`src/rtl/chunk_adder.sv`:
```
// chunk_adder: sequential adder/subtractor that handles a WIDTH-bit operand pair
// CHUNK bits per clock, keeping the inter-chunk carry in a register.
// Optional feature macro: CHUNK_ADDER_OVF_EN enables the signed overflow flag.
// When the macro is undefined, ovf is held at 0.
module chunk_adder #(
  parameter int unsigned WIDTH = 40,
  parameter int unsigned CHUNK = 8
) (
  input  logic             clk,
  input  logic             rst,
  input  logic             start,
  input  logic             sub,
  input  logic             cin,
  input  logic [WIDTH-1:0] in1,
  input  logic [WIDTH-1:0] in2,
  output logic             busy,
  output logic             done,
  output logic [WIDTH-1:0] out,
  output logic             cout,
  output logic             zero,
  output logic             ovf
);

  localparam int unsigned N  = WIDTH / CHUNK;
  localparam int unsigned IW = (N > 1) ? $clog2(N) : 1;
  localparam int unsigned BW = (WIDTH > 1) ? $clog2(WIDTH) : 1;

  localparam logic [0:0] IDLE = 1'b0;
  localparam logic [0:0] RUN  = 1'b1;

  localparam logic [IW-1:0] LAST = IW'(N - 1);

  logic [0:0]       state_q, state_d;
  logic [IW-1:0]    idx_q, idx_d;
  logic [WIDTH-1:0] a_q, a_d;
  logic [WIDTH-1:0] b_q, b_d;
  logic             carry_q, carry_d;
  logic [WIDTH-1:0] out_q, out_d;
  logic             cout_q, cout_d;
  logic             zero_q, zero_d;
  logic             ovf_q, ovf_d;
  logic             busy_q, busy_d;
  logic             done_q, done_d;

  logic [BW-1:0]    base;
  logic [CHUNK-1:0] a_ch;
  logic [CHUNK-1:0] b_ch;
  logic [CHUNK-1:0] s_ch;
  logic [CHUNK:0]   cc;

  // Select the active chunk and ripple it through CHUNK full-adder cells.
  always_comb begin
    base  = BW'(idx_q) * BW'(CHUNK);
    a_ch  = a_q[base +: CHUNK];
    b_ch  = b_q[base +: CHUNK];
    s_ch  = '0;
    cc    = '0;
    cc[0] = carry_q;
    for (int i = 0; i < CHUNK; i++) begin
      s_ch[i]  = a_ch[i] ^ b_ch[i] ^ cc[i];
      cc[i+1]  = (a_ch[i] & b_ch[i]) | (cc[i] & (a_ch[i] ^ b_ch[i]));
    end
  end

  // Next-state and next-output logic for the IDLE/RUN sequencer.
  always_comb begin
    state_d = state_q;
    idx_d   = idx_q;
    a_d     = a_q;
    b_d     = b_q;
    carry_d = carry_q;
    out_d   = out_q;
    cout_d  = cout_q;
    zero_d  = zero_q;
    ovf_d   = ovf_q;
    busy_d  = busy_q;
    done_d  = 1'b0;
    case (state_q)
      IDLE: begin
        if (start) begin
          // Subtract is a + ~b + ~borrow, so inversion happens once at capture.
          a_d     = in1;
          b_d     = sub ? ~in2 : in2;
          carry_d = sub ? ~cin : cin;
          idx_d   = '0;
          busy_d  = 1'b1;
          state_d = RUN;
        end
      end
      RUN: begin
        out_d[base +: CHUNK] = s_ch;
        carry_d              = cc[CHUNK];
        if (idx_q == LAST) begin
          state_d = IDLE;
          busy_d  = 1'b0;
          done_d  = 1'b1;
          cout_d  = cc[CHUNK];
          zero_d  = (out_d == '0);
`ifdef CHUNK_ADDER_OVF_EN
          // Top chunk holds the MSB: compare carry into it with carry out of it.
          ovf_d   = cc[CHUNK] ^ cc[CHUNK-1];
`else
          ovf_d   = 1'b0;
`endif
        end else begin
          idx_d = idx_q + IW'(1);
        end
      end
      default: begin
        state_d = IDLE;
      end
    endcase
  end

  // State and output registers with synchronous reset.
  always_ff @(posedge clk) begin
    if (rst) begin
      state_q <= IDLE;
      idx_q   <= '0;
      a_q     <= '0;
      b_q     <= '0;
      carry_q <= 1'b0;
      out_q   <= '0;
      cout_q  <= 1'b0;
      zero_q  <= 1'b0;
      ovf_q   <= 1'b0;
      busy_q  <= 1'b0;
      done_q  <= 1'b0;
    end else begin
      state_q <= state_d;
      idx_q   <= idx_d;
      a_q     <= a_d;
      b_q     <= b_d;
      carry_q <= carry_d;
      out_q   <= out_d;
      cout_q  <= cout_d;
      zero_q  <= zero_d;
      ovf_q   <= ovf_d;
      busy_q  <= busy_d;
      done_q  <= done_d;
    end
  end

  assign busy = busy_q;
  assign done = done_q;
  assign out  = out_q;
  assign cout = cout_q;
  assign zero = zero_q;
  assign ovf  = ovf_q;

endmodule

```
`config.mk`:
```
export PLATFORM = sky130hd
export DESIGN_NAME = chunk_adder
export DESIGN_NICKNAME = d
export VERILOG_FILES = /design/src/rtl/chunk_adder.sv
export SDC_FILE = /design/constraint.sdc
export NUM_CORES = 1
export LEC_CHECK = 0
export BUFFER_PORTS_ARGS = -buffer_cell sky130_fd_sc_hd__buf_2
export CAP_MARGIN = 20
export CORE_MARGIN = 2
export CORE_UTILIZATION = 54
export DETAILED_ROUTE_END_ITERATION = 10
export PLACE_DENSITY = 0.79
export SLEW_MARGIN = 25
export SYNTH_ARGS = -nofsm -noshare
export SYNTH_HDL_FRONTEND = slang
export SYNTH_SLANG_ARGS = --single-unit
```
`constraint.sdc`:
```
create_clock -name clk -period 8.1 [get_ports clk]
set_input_delay 1.215 -clock clk [delete_from_list [all_inputs] [get_ports clk]]
set_output_delay 1.215 -clock clk [all_outputs]
set_load 0.02 [all_outputs]
```
==> results.md <==
- Status: complete, no violations
- Netlist cell types: 42
- Share of cells above drive strength 1: 0.229
- Sequential area share after synthesis: 0.435
- Mapped Area: 5930 sq um
- Final Hold Viols: 0
- Share of flip-flops with an asynchronous set or reset: 0
- Drt drc: 0
- Avg Cell Area, Syn: between 8 and 9 sq um
- Syn nets: 786
- Clk Latency, worst-skew pair: 510 ps
- Register Area: around 2600 sq um
- RSZ-0062 raised after global routing: no
- Leakage: around 2.8 nW
- Root Driver: clkbuf_8
- Setup Skew: 7.89 ps
- Fmax: 157 MHz
- Die height: 109 microns
- #FFs+latches synth: 129
- Synth Instances: slightly below 700
- Cell Pwr Density: 228 nW/um^2
- Area growth from synthesis to final layout: 20.2%
- Number of synthesized flops with an enable pin: 0
- First-pass GRT wire length: 23300 microns
- FP Rows: 38
- Drt total wl: 14600 microns
- GR Util All Layers: 0.253
- Vias: 5225
- Area share of the largest cell type after synthesis: 0.435
- Synth area leader: dfxtp_1
- TritonCTS Buffers: 17
- Min cycle time layout: 6370 ps
- Worst vdd ir: 0.107 mV
- WL/cell: 15.6 microns
- Tcrit/Tclk final: 0.787
- Gp weighted congestion: 0.922
- Final setup viols: 0
- Crit path kind: flip-flop to flip-flop
- # clock sinks: 129
- Antenna violations before repair: 0
- Grt ovf: 0
- HPWL Detailed: 10000 microns
- # diodes: 0
- Largest net degree at the start of global routing: 121
- # IOs: 130
- Yosys synthesis warning count: 0
- Main synth FF type: dfxtp_1
- Total Power: between 1.5 and 2 mW
- Postcts setup bufs: 0
- Post-DRT Antenna Nets: 0
- Critical Path Fanout Max: 20
- Final #Nets: 883
- Hold Crit Class: flip-flop to flip-flop
- Normalized max-slew margin: 0.354
- Slew @ Worst Pin: 962 ps
- Worst hold slack: 454 ps
- Max-Cap Viols: 0
- Fillers: approximately 850
- Starting DRT DRC Count: 500
- Final Instance Area: 7130 sq um
- Core area: 10800 sq um
- Die span in x: 109 microns
- Post_cts resized: 0
- CTS tree: yes
- WP data required: ~8500 ps
- CP Capture Type: flip-flop
- I/O Buffers: ~130
- Worst EP arrival: 6810 ps
- Clock Path Buffers: 2
- Starting Density: 0.550
- Multi-input gate area: 3090 sq um
- Drt first pass iters: 7
- Clock transition at path regs: 60 ps
- Final Max Tran Viols: 0
- Number of global-route vias before repair: 4754
- Sum Neg Setup Slack: 0 ps
- Via density per instance: about 5.6
- Hold_buf cts: 0
- Die area: 11800 sq um
- Startpoint Class: flip-flop
- Synth area leaders: dfxtp_1, a21oi_1, nor2_1
- Htree depth: 4
- Post-Place Cell Area: 6570 sq um
## synthesized netlist by cell type, types with 2 or more instances
library cell,count
dfxtp_1,129
nor2_1,103
nand2_1,87
a21oi_1,86
clkbuf_1,46
a211oi_1,44
xnor2_1,43
nor3_1,32
mux4_2,16
a22oi_1,14
inv_1,11
fa_1,8
nor4_1,8
buf_2,7
ha_1,7
nand3_1,6
a22o_1,4
nand2b_1,3
nor2b_1,3
o21ai_1,3
and3_1,2
nand4_1,2
nand4b_1,2
o21bai_1,2
## cell type report
cell class | instances | area share
multi-input cells | 490 | 0.433
flip-flops and latches | 129 | 0.362
repair buffers | 134 | 0.0974
clock buffers | 21 | 0.0616
well taps | 140 | 0.0246
clock inverters | 9 | 0.0154
inverters | 11 | 0.00579
## worst max-delay path, cell delays in order (launching register included)
cell,delay (ps)
dfxtp_1,410
inv_1,290
nor3_1,870
buf_4,300
a22oi_1,120
fa_1,420
fa_1,400
fa_1,450
fa_1,460
fa_1,430
inv_1,90
fa_1,160
inv_1,50
fa_1,400
inv_1,80
fa_1,470
nor3_1,300
nor3_1,90
or3b_1,380
o21ai_1,130
## report_power, final
group / leakage (nW) / switching, mW / internal, mW / total, mW
logic: 1.52 / 0.133 / 0.0925 / 0.226
registers: 1.06 / 0.0211 / 0.669 / 0.690
clock network: 0.260 / 0.270 / 0.442 / 0.712
total: 2.83 / 0.424 / 1.20 / 1.63
## cell usage in the layout, fill, tap and decap left out, types with 16 or more instances in the layout
cell type    n
a21oi_1     86
buf_2      126
clkbuf_16   16
a211oi_1    44
dfxtp_1    129
mux4_2      16
xnor2_1     43
nor3_1      32
nor2_1     103
nand2_1     87
## per-layer routing
layer  vias to the layer above  routed length [microns]  share of wire  track usage
li1                       2576                        -              -            -
met1                      2411                     6500           0.45        0.331
met2                       204                     6880           0.47        0.413
met3                        34                      855          0.059       0.0538
met4                         0                      319          0.022       0.0934
met5                         -                        0              0            0
## path summary, 6_finish.rpt
check	slack, ps	depth (start not counted)	start	end
min	450	2	a_q[15]	a_q[15]
min reg2reg	450	2	a_q[15]	a_q[15]
max	1730	19	idx_q[2]	zero
max reg2reg	1730	19	idx_q[2]	zero
## per-stage QoR
step           setup slack [ps]  utilization  instances
3_3_place_gp               2160        0.609        904
3_5_place_dp               1830        0.609        904
4_1_cts                    1760        0.660        934
6_report                   1730        0.660        934
2_1_floorplan              2430            -        686
5_1_grt                    1320        0.660        934
## cells by family after synthesis
family                     synth area share
muxes                                0.0626
buffers and inverters                0.0458
and+or+nand+nor                       0.184
DFF                                   0.435
adders and majority gates            0.0418
xor gates and xnor gates             0.0635
other                              0.000632
AOI/OAI and AO/OA                     0.166
## registers in the layout, indices dropped and copies added, names as in the netlist, 3 cells and up
register	count
out	40
a_q	40
b_q	40
idx_q	3
No activity file was read; power rests on OpenSTA's default activity.
